`config.mk`:
```
export PLATFORM = sky130hd
export DESIGN_NAME = adc_lane_align
export DESIGN_NICKNAME = d
export VERILOG_FILES = /design/src/rtl/adc_lane_align.sv
export SDC_FILE = /design/constraint.sdc
export NUM_CORES = 1
export LEC_CHECK = 0
export ABC_CLOCK_PERIOD_IN_PS = 3900
export BUFFER_PORTS_ARGS = -buffer_cell sky130_fd_sc_hd__clkbuf_2
export CORE_MARGIN = 4
export CORE_UTILIZATION = 51
export CTS_CLUSTER_SIZE = 25
export DETAILED_ROUTE_END_ITERATION = 8
export PLACE_DENSITY_LB_ADDON = 0.08
export SYNTH_ARGS = -nofsm -noshare
export SYNTH_HDL_FRONTEND = slang
export SYNTH_SLANG_ARGS = --single-unit
```
`constraint.sdc`:
```
create_clock -name clk -period 3.9 [get_ports clk]
set_input_delay 0 -clock clk [delete_from_list [all_inputs] [get_ports clk]]
set_output_delay 0 -clock clk [all_outputs]
set_load 0.01 [all_outputs]
```
`src/rtl/adc_lane_align.sv`:
```
`default_nettype none
// ============================================================================
// Module  : adc_lane_align
// Brief   : Frame-pattern bitslip aligner and 1/2-lane sample assembler for
//           serial-LVDS ADCs, with optional test-pattern error counting.
// Revision: 1.0 - initial release
// ============================================================================
module adc_lane_align #(
  parameter int              NCH       = 4,
  parameter int              LANES     = 2,
  parameter int              DW        = 8,
  parameter int              SW        = 14,
  parameter logic [DW-1:0]   FRAME_PAT = 8'h0f,
  parameter int              LOCK_CNT  = 16,
  parameter int              SLIP_WAIT = 7
) (
  input  logic                      clk,
  input  logic                      reset,
  input  logic [DW-1:0]             fr_word,
  input  logic [NCH*LANES*DW-1:0]   lane_word,
  input  logic                      align_start,
  input  logic                      pattern_check_en,
  input  logic [SW-1:0]             testpattern,
  input  logic                      err_clr,
  output logic                      bitslip,
  output logic                      locked,
  output logic                      align_fail,
  output logic [$clog2(DW+1)-1:0]   slip_count,
  output logic [NCH*SW-1:0]         adc_out,
  output logic                      adc_valid,
  output logic [15:0]               err_count,
  output logic                      pattern_ok
);

  localparam int LW  = LANES * DW;
  localparam int SCW = $clog2(DW + 1);
  localparam int GCW = $clog2(LOCK_CNT + 1);
  localparam int WCW = $clog2(SLIP_WAIT + 1);
  localparam logic [SCW-1:0] SLIP_MAX  = SCW'(DW);
  localparam logic [GCW-1:0] GOOD_LAST = GCW'(LOCK_CNT - 1);
  localparam logic [WCW-1:0] WAIT_LAST = WCW'(SLIP_WAIT - 1);

  typedef enum logic [2:0] {
    S_IDLE   = 3'd0,
    S_CHECK  = 3'd1,
    S_SLIP   = 3'd2,
    S_WAIT   = 3'd3,
    S_LOCKED = 3'd4,
    S_FAIL   = 3'd5
  } state_t;

  state_t          state, state_nxt;
  logic [SCW-1:0]  slip_nxt;
  logic [GCW-1:0]  good_cnt, good_nxt;
  logic [WCW-1:0]  wait_cnt, wait_nxt;
  logic            frame_ok;
  logic            mismatch;
  logic [NCH*SW-1:0] sample;

  always_ff @(posedge clk or posedge reset) begin
    if (reset) begin
      state      <= S_IDLE;
      slip_count <= '0;
      good_cnt   <= '0;
      wait_cnt   <= '0;
    end else begin
      state      <= state_nxt;
      slip_count <= slip_nxt;
      good_cnt   <= good_nxt;
      wait_cnt   <= wait_nxt;
    end
  end

  assign frame_ok = (fr_word == FRAME_PAT);

  // align_start overrides every state, including suppressing a pending slip pulse
  always_comb begin
    state_nxt = state;
    slip_nxt  = slip_count;
    good_nxt  = good_cnt;
    wait_nxt  = wait_cnt;
    bitslip   = 1'b0;
    if (align_start) begin
      state_nxt = S_CHECK;
      slip_nxt  = '0;
      good_nxt  = '0;
      wait_nxt  = '0;
    end else begin
      case (state)
        S_IDLE: ;
        S_CHECK: begin
          if (frame_ok) begin
            good_nxt = good_cnt + 1'b1;
            if (good_cnt == GOOD_LAST) state_nxt = S_LOCKED;
          end else if (slip_count == SLIP_MAX) begin
            state_nxt = S_FAIL;
          end else begin
            state_nxt = S_SLIP;
            good_nxt  = '0;
          end
        end
        S_SLIP: begin
          bitslip   = 1'b1;
          slip_nxt  = slip_count + 1'b1;
          wait_nxt  = '0;
          state_nxt = S_WAIT;
        end
        S_WAIT: begin
          if (wait_cnt == WAIT_LAST) state_nxt = S_CHECK;
          else                       wait_nxt  = wait_cnt + 1'b1;
        end
        S_LOCKED: begin
          if (!frame_ok) begin
            state_nxt = S_CHECK;
            slip_nxt  = '0;
            good_nxt  = '0;
          end
        end
        S_FAIL: ;
        default: state_nxt = S_IDLE;
      endcase
    end
  end

  assign locked     = (state == S_LOCKED);
  assign align_fail = (state == S_FAIL);

  // Sample bit i is F[LW-SW+i]; in 2-lane mode odd F bits come from lane a, even from lane b
  for (genvar c = 0; c < NCH; c++) begin : g_ch
    for (genvar i = 0; i < SW; i++) begin : g_bit
      localparam int P = LW - SW + i;
      if (LANES == 2) begin : g_two
        if (P % 2 == 1) begin : g_a
          assign sample[c*SW+i] = lane_word[(c*LANES)*DW + P/2];
        end else begin : g_b
          assign sample[c*SW+i] = lane_word[(c*LANES+1)*DW + P/2];
        end
      end else begin : g_one
        assign sample[c*SW+i] = lane_word[c*LANES*DW + P];
      end
    end
  end

  always_comb begin
    mismatch = 1'b0;
    for (int c = 0; c < NCH; c++) begin
      if (adc_out[c*SW +: SW] != testpattern) mismatch = 1'b1;
    end
  end

  always_ff @(posedge clk or posedge reset) begin
    if (reset) begin
      adc_out    <= '0;
      adc_valid  <= 1'b0;
      err_count  <= '0;
      pattern_ok <= 1'b1;
    end else begin
      adc_out   <= sample;
      adc_valid <= locked;
      if (err_clr)
        err_count <= '0;
      else if (pattern_check_en && adc_valid && mismatch && err_count != 16'hffff)
        err_count <= err_count + 16'd1;
      if (pattern_check_en && adc_valid) pattern_ok <= !mismatch;
    end
  end

endmodule
`default_nettype wire
```
[Word-level counts from Yosys, hierarchy flattened]
Cells that the tools add are included.
Storage, ports and cells
  flip-flop bits (word level): 89
  input bits: 91
  output and inout bits: 81
  word-level logic and storage cells: 72
Cells by class
  add/subtract/negate cells: 4
  equal/unequal tests: 20
  multiplexer cells: 26
  reduce and logical (&&, ||, !) cells: 14
Operators by type and width (number)
  14-bit inequality test: 4
  16-bit 2-to-1 mux: 2
  3-bit 2-to-1 mux: 8
  5-bit 2-to-1 mux: 4
  16-bit by 1-bit adder with 16-bit output (second input constant): 1
  16-bit inequality test (second input constant): 1
  3-bit one-hot mux with 5 select lines: 1
  5-bit one-hot mux with 2 select lines: 1
  3-bit equality test (second input constant): 3
  3-bit inequality test (second input constant): 3
  3-bit nonzero test: 3
  8-bit by 4-bit equality test with 1-bit output (second input constant): 1
  4-bit 2-to-1 mux: 2
  4-bit inequality test (second input constant): 2
  4-bit one-hot mux with 2 select lines: 1
  3-bit by 2-bit equality test with 1-bit output (second input constant): 2
  1-bit 2-to-1 mux: 6
  3-bit one-hot mux with 2 select lines: 1
  5-bit by 1-bit adder with 5-bit output (second input constant): 1
  5-bit by 4-bit equality test with 1-bit output (second input constant): 1
  4-bit by 1-bit adder with 4-bit output (second input constant): 1
  4-bit equality test (second input constant): 1
  2-bit AND reduction: 2
  4-bit AND reduction: 1
  9 further kinds: 11

[Logic depth before layout (Yosys ltp)]
Gate-level depths: netlist (run 1).
  word-level depth: 9
  gate-level depth with buffers: 8
  gate-level depth less buffers: 8

[Worst setup path after synthesis (run 1)]
Ideal clock, no wire load.
  path type: register -> register
  start point: register adc_out[27]
  end point: register err_count[5]
  setup time: 127 ps
  data arrival time: 1975 ps
  slack: 1797 ps
  stages on the path, launching flop included: 8
  period minus slack after synthesis: 2103 ps
  path through: dfrtp_1 or4_4 a221oi_2 nand3_2 nor2_2 buf_4 nor2_1 mux2_1
On the way
  word-level cells in the longest chain between the ends: 7
Ends and longest elaborated chain
  start, declared: line 29  | output logic [NCH*SW-1:0] adc_out,
  start signal, assigned: line 158  | adc_out <= sample;
  14-bit inequality test: line 147  | if (adc_out[c*SW +: SW] != testpattern) mismatch = 1'b1;
  1-bit 2-to-1 mux (3 in a row): line 147
  1-bit logical AND (2 in a row): line 162  | else if (pattern_check_en && adc_valid && mismatch && err_count != 16'hffff)
  2-bit nonzero test (no line)
  end signal, assigned: line 163  | err_count <= err_count + 16'd1;
  end, declared: line 31  | output logic [15:0] err_count,
Every way passes these cells.
A chain may end at the register's enable or synchronous reset.

[Final worst setup path (run 1)]
  start point: register adc_out[9]
  end point: register err_count[15]
On the way
  word-level cells in the longest chain between the ends: 8
Ends and longest elaborated chain (line)
  14-bit inequality test: 147
  1-bit 2-to-1 mux (4 in a row): 147
  1-bit logical AND (2 in a row): 162
  2-bit nonzero test (no line)
Every way passes these cells.

==> metrics.txt, run 1 <==
# rows=31; grt total ovfl=0; DRT Wirelength=10400 µm; Final period util=0.680; dominant register cell in the synthesized netlist=dfrtp_1; crit path DAT=2890 ps; Layout Nets=669; total global-route track usage=0.243; post-CTS resize count=0; fin. max-slew vios=0; global-route wire length before repair=16700 µm; Cells after Synth=345; top post-synthesis cells by area=dfrtp_1, nor3_1, and3_1, nand2_1, mux2_1; synth unique cells=48; Die Height=94.3 µm; routed vias=3545; share of cells above drive strength 1=0.327; slowest CP cell=nor2_2; worst rel slew slack=0.405; placed insts=601; CTS tree=built; # DRC=0; Max Buffers Root-to-Sink=2; asr flop ratio synth=1.00; Critical Path Source Type=register; cells along the critical path=or3_1 -> a2111oi_0 -> nand3_1 -> nor2_2 -> nor3_1 -> mux2_1; post-CTS setup buffers=0; Worst Path Buf+Inv=0; delay-heaviest family, CP=simple AND/OR/NAND/NOR gates; sequential share of the synthesized area=0.586; Crit Path Class=reg -> reg; Leak=0.00269 µW; Worst setup startpoint=adc_out[9]; setup TNS=0 ps; maximum VDD drop=0.250 mV; syn avg cell area=11.0 µm²; r2r worst-path depth=6; YS warnings=0; initial DRC count=100; Area Overhead vs Synth=45.6%; final setup skew=14.9 ps; outcome=completed; HP Class=in -> reg; WP depth=6; clock slew at reported path FFs=90 ps; Core Footprint=0.00725 mm²; Post-synth EDFFs=0; first-pass detailed-route iteration total=5; initial antenna violation count=0; initial core utilization=0.524; Final min period=2650 ps; hold_buf cts=58; diode count=0; top-area cell type share of the netlist area=0.579; CTS Root Cell=clkbuf_8; flops & latches, synth=89; max cap viols=0; Worst-Skew Late Latency=360 ps; Syn Std Cell Area=0.00380 mm²; worst slew pin tran=893 ps; detail-routed net length per standard cell=15.4 µm; die width=94.3 µm; Fin. Hold Viols=0; dpl hpwl=7090 µm; Yosys top cell by area=dfrtp_1; final antenna-violating net count=0; clk sinks=89; Worst Path Max Fanout=21; RSZ-0062 raised after global routing=false; WP data required=4140 ps; power per cell area=363 mW/mm²; Hold Path Origin=pattern_check_en; Hold Path Stages=4; Worst Setup End Kind=register; Crit path largest cell delay=610 ps; reg2reg start=adc_out[9]; I/O pins=172; Max Freq=0.377 GHz; largest net degree at the start of global routing=54; vias in the first global route=3571; Final Setup Violations=0; Via density=5.26; Non-Filler Instances=674; RD Place Congestion=0.792; I/O Buffers=163; Max H-tree Level=3; Die Area=0.00890 mm²; number of buffers created by CTS=9; syn_nets=443
==> flip-flops by register name, indices dropped and copies added, names as in the netlist <==
register and flops:
wait_cnt 3, state 3, adc_out 56, err_count 16, good_cnt 5, pattern_ok 1
slip_count 4, adc_valid 1
==> routing by layer <==
metal,up-vias,wire length [µm],global-route usage,part of all wire
met5,-,0,0,0
li1,1713,-,-,-
met1,1682,3960,0.281,0.38
met3,29,646,0.0478,0.062
met2,121,5470,0.434,0.53
met4,0,325,0.108,0.031
==> cells in the final DEF, fill, tap and decap left out, types with 6 or more instances in the layout <==
cell type        n
nand3_1         12
xor2_1           8
mux2_1           8
xnor2_1         10
nor3_1          25
a21oi_1         11
nor2_1          23
nor2b_1          8
nand2_1         26
dlygate4sd3_1   58
o21ai_0          6
clkbuf_8         9
ha_1             7
clkbuf_2       163
inv_1            9
or3_1           12
o22ai_1          8
and3_1          19
nor4_1           6
dfrtp_1         88
nand4_1          9
==> final cells by class <==
| type | instances | area (µm²) |
|---|---|---|
| Tap cell | 99 | 124 |
| Multi-Input combinational cell | 238 | 1490 |
| Clock inverter | 6 | 115 |
| Sequential cell | 89 | 2230 |
| Fill cell | 487 | 1720 |
| Clock buffer | 9 | 124 |
| Inverter | 10 | 38.8 |
| Timing Repair Buffer | 223 | 1410 |
==> Yosys cell counts (3+ instances only) <==
library cell / n
xor2_1: 8
o21ai_0: 6
nand2_1: 26
or3_1: 12
nor2_1: 23
mux2_1: 8
inv_1: 10
xnor2_1: 10
and3_1: 19
or4_1: 5
dfrtp_1: 88
ha_1: 7
nor2b_1: 8
o22ai_1: 8
nor4_1: 6
clkbuf_1: 5
nor3_1: 25
a21oi_1: 11
nand3_1: 12
o31ai_1: 5
a31oi_1: 3
nand4_1: 9
==> worst paths after layout <==
| kind | slack (ps) | end |
|---|---|---|
| max reg2reg | 1250 | err_count[15] |
| max in group asynchronous | 2560 | pattern_ok |
| min reg2reg | 460 | pattern_ok |
| min in group asynchronous | 320 | slip_count[0] |
| max | 1250 | err_count[15] |
| min | 40 | pattern_ok |
==> where the power goes <==
group	internal (µW)	switching [µW]
clock network	425	328
logic	129	129
registers	961	36.6
==> worst register-to-register path, stage by stage, from the launching register on <==
cell and delay [ps]:
dfrtp_1 390, or3_1 370, a2111oi_0 430, nand3_1 210
nor2_2 610, nor3_1 180, mux2_1 350
==> cell families after synthesis <==
kind of cell / synth area share
buffers and inverters: 0.0211
AO/OA/AOI/OAI: 0.0852
flip-flops: 0.586
adder cells (fa/ha/maj): 0.0230
XOR/XNOR: 0.0415
AND/OR/NAND/NOR: 0.217
multiplexers: 0.0263
==> through the flow <==
step	power (µW)	utilization	instance area (µm²)	hold WS (ps)	worst slack, ps
4_1_cts	2020	0.763	5540	53.4	1280
3_3_place_gp	1220	0.650	4720	108	1310
2_1_floorplan	1120	-	3800	31.4	1590
5_1_grt	2090	0.763	5540	130	929
3_5_place_dp	1220	0.650	4720	110	1290
6_report	2010	0.763	5540	43.4	1250
Note: power is estimated with default switching activity, not from simulation.
==> run 2: changes to the inputs <==
ABC_CLOCK_PERIOD_IN_PS = 2500   (was 3900)
CORE_UTILIZATION = 47   (was 51)
clock period = 2.5 ns   (was 3.9 ns; I/O delays follow)
==> metrics.txt, run 2 (synthesized netlist as in run 1, its figures left out) <==
most frequent cells in the layout=clkbuf_2, dfrtp_1, dlygate4sd3_1; CTS Root Cell=clkbuf_8; Final period util=0.908 (+0.228); Critical Path Source Type=register; Final min period=2270 ps (-382 ps); I/O pins=172 (unchanged); Worst Path Max Fanout=21 (unchanged); outcome=completed; Biggest register=adc_out; Final Setup Violations=0 (unchanged); Via density=5.07 (-3.5%); Clock power frac=0.348 (-0.027); multi-input logic area=0.00150 mm² (+0.42%); Max Freq=0.441 GHz (+17%); initial core utilization=0.487 (-0.0372); Fillers=612 (+26%); maximum VDD drop=0.478 mV (+91%); die width=97.9 µm (+3.8%); dpl hpwl=7510 µm (+5.9%); RSZ-0062 raised after global routing=false; r2r worst-path depth=7 (+1); Seq pwr share=0.517 (+0.021); Max Buffers Root-to-Sink=2 (unchanged); post-route setup slack=230 ps (-1020 ps); worst rel slew slack=0.588 (+0.183); crit path DAT=2500 ps (-390 ps); commonest non-fill, non-tap cell in the layout=clkbuf_2; routed vias=3471 (-2.1%); Comb pwr share=0.135 (+0.006); FF-to-FF setup slack=230 ps (-1020 ps); DRT Wirelength=10300 µm (-0.70%); Crit path largest cell delay=510 ps (-100 ps); reg2reg start=adc_out[27]; share of cells above drive strength 1=0.337 (+0.00981); Worst Setup End Kind=register; Leak=0.00271 µW (+0.94%); Regs by FF count=adc_out: 56 flops, err_count: 16 flops, good_cnt: 5 flops; total global-route track usage=0.222 (-0.0206); number of buffers created by CTS=9 (unchanged); max reg flops=56 (unchanged); Worst-Skew Late Latency=360 ps (about the same); final antenna-violating net count=0 (unchanged); power per cell area=540 mW/mm² (+49%); initial DRC count=77 (-23%); Die Area=0.00959 mm² (+7.8%); vias in the first global route=3610 (+1.1%); final setup skew=13.7 ps (-1.23 ps); Max H-tree Level=3 (unchanged); r2r endpoint=err_count[3]; cells along the critical path=or4_4 -> a221oi_2 -> nand3_2 -> nor2_2 -> buf_4 -> nor3_1 -> mux2_1; CTS tree=built; slowest CP cell=or4_4; post-CTS setup buffers=0 (unchanged); WP data required=2730 ps (-1410 ps); clk sinks=89 (unchanged); Core Footprint=0.00781 mm² (+7.6%); HP Class=in -> reg; global-route wire length before repair=17200 µm (+2.8%); RD Place Congestion=0.775 (-2.1%); grt total ovfl=0 (unchanged); Fin. Hold Viols=0 (unchanged); Worst Setup EP=err_count[3]; Die Height=97.9 µm (+3.8%); largest net degree at the start of global routing=33 (-39%); Crit Path Class=reg -> reg; Pint=2200 µW (+45%); first-pass detailed-route iteration total=4 (-1); # rows=32 (+3.2%); initial antenna violation count=0 (unchanged); setup TNS=0 ps (unchanged); I/O Buffers=163 (unchanged); clock slew at reported path FFs=90 ps (about the same); Hold WS=59.1 ps (+15.8 ps); sw frac=0.269 (+0.0234); Area Overhead vs Synth=46.5%; Hold Path Stages=4 (unchanged); NetSw=811 µW (+64%); diode count=0 (unchanged); max cap viols=0 (unchanged); Place WS=216 ps (-1080 ps); worst slew pin tran=613 ps (-279 ps); fin. max-slew vios=0 (unchanged); # DRC=0 (unchanged); Reg area=0.00223 mm² (unchanged); detail-routed net length per standard cell=15.1 µm (-2.2%); Layout Nets=675 (+0.90%); Worst setup startpoint=adc_out[27]
-- run 2: critical path: cells and delay by family, from the launching register on --
kind	cells	cell delay, ps
and+or+nand+nor	4	890
DFF	1	400
muxes	1	320
AOI/OAI and AO/OA	1	300
buffers and inverters	1	240
-- run 2: area by class of cell --
class / count / share of cell area
sequential: 89 / 0.400
multi-input combinational: 238 / 0.269
timing repair buffer: 229 / 0.261
tap: 102 / 0.0229
clock buffer: 9 / 0.0222
clock inverter: 7 / 0.0171
inverter: 10 / 0.00696
-- run 2: routing by layer --
layer / global-route usage / vias to the layer above / wire (µm)
met5: 0 / - / 0
met4: 0.0447 / 0 / 145
met3: 0.0743 / 15 / 615
met2: 0.394 / 106 / 5390
met1: 0.263 / 1642 / 4180
li1: - / 1708 / -
-- run 2: how the worst min path moves through the flow --
stage,from,slack (ps),to
2_1_floorplan,lane_word[9],30,adc_out[0]
3_3_place_gp,reset,40,slip_count[3]
3_5_place_dp,reset,50,err_count[3]
4_1_cts,pattern_check_en,50,pattern_ok
5_1_grt,pattern_check_en,100,pattern_ok
6_report,pattern_check_en,60,pattern_ok
-- run 2: metrics by stage --
step                      cells  utilization  cell area [µm²]  power (µW)
final                       684        0.713             5570        3010
after global routing        684        0.713             5570        3160
after CTS                   684        0.713             5560        3050
after detailed placement    610        0.610             4760        1910
after global placement      610        0.610             4760        1900
after floorplan             345            -             3800        1740
-- run 2: timing repair --
action                                 CTS  global route
endpoints found under the hold margin   91             0
resized for setup                        0             2
setup endpoints to repair                0             8
hold buffers                            58             0
-- run 2: power groups by stage --
stage / Clock [µW] / Sequential (µW) / Combinational [µW]
after floorplan: 0 / 1590 / 147
after global placement: 0 / 1580 / 326
after detailed placement: 0 / 1580 / 331
after CTS: 1100 / 1550 / 406
after global routing: 1150 / 1570 / 451
final: 1050 / 1550 / 406
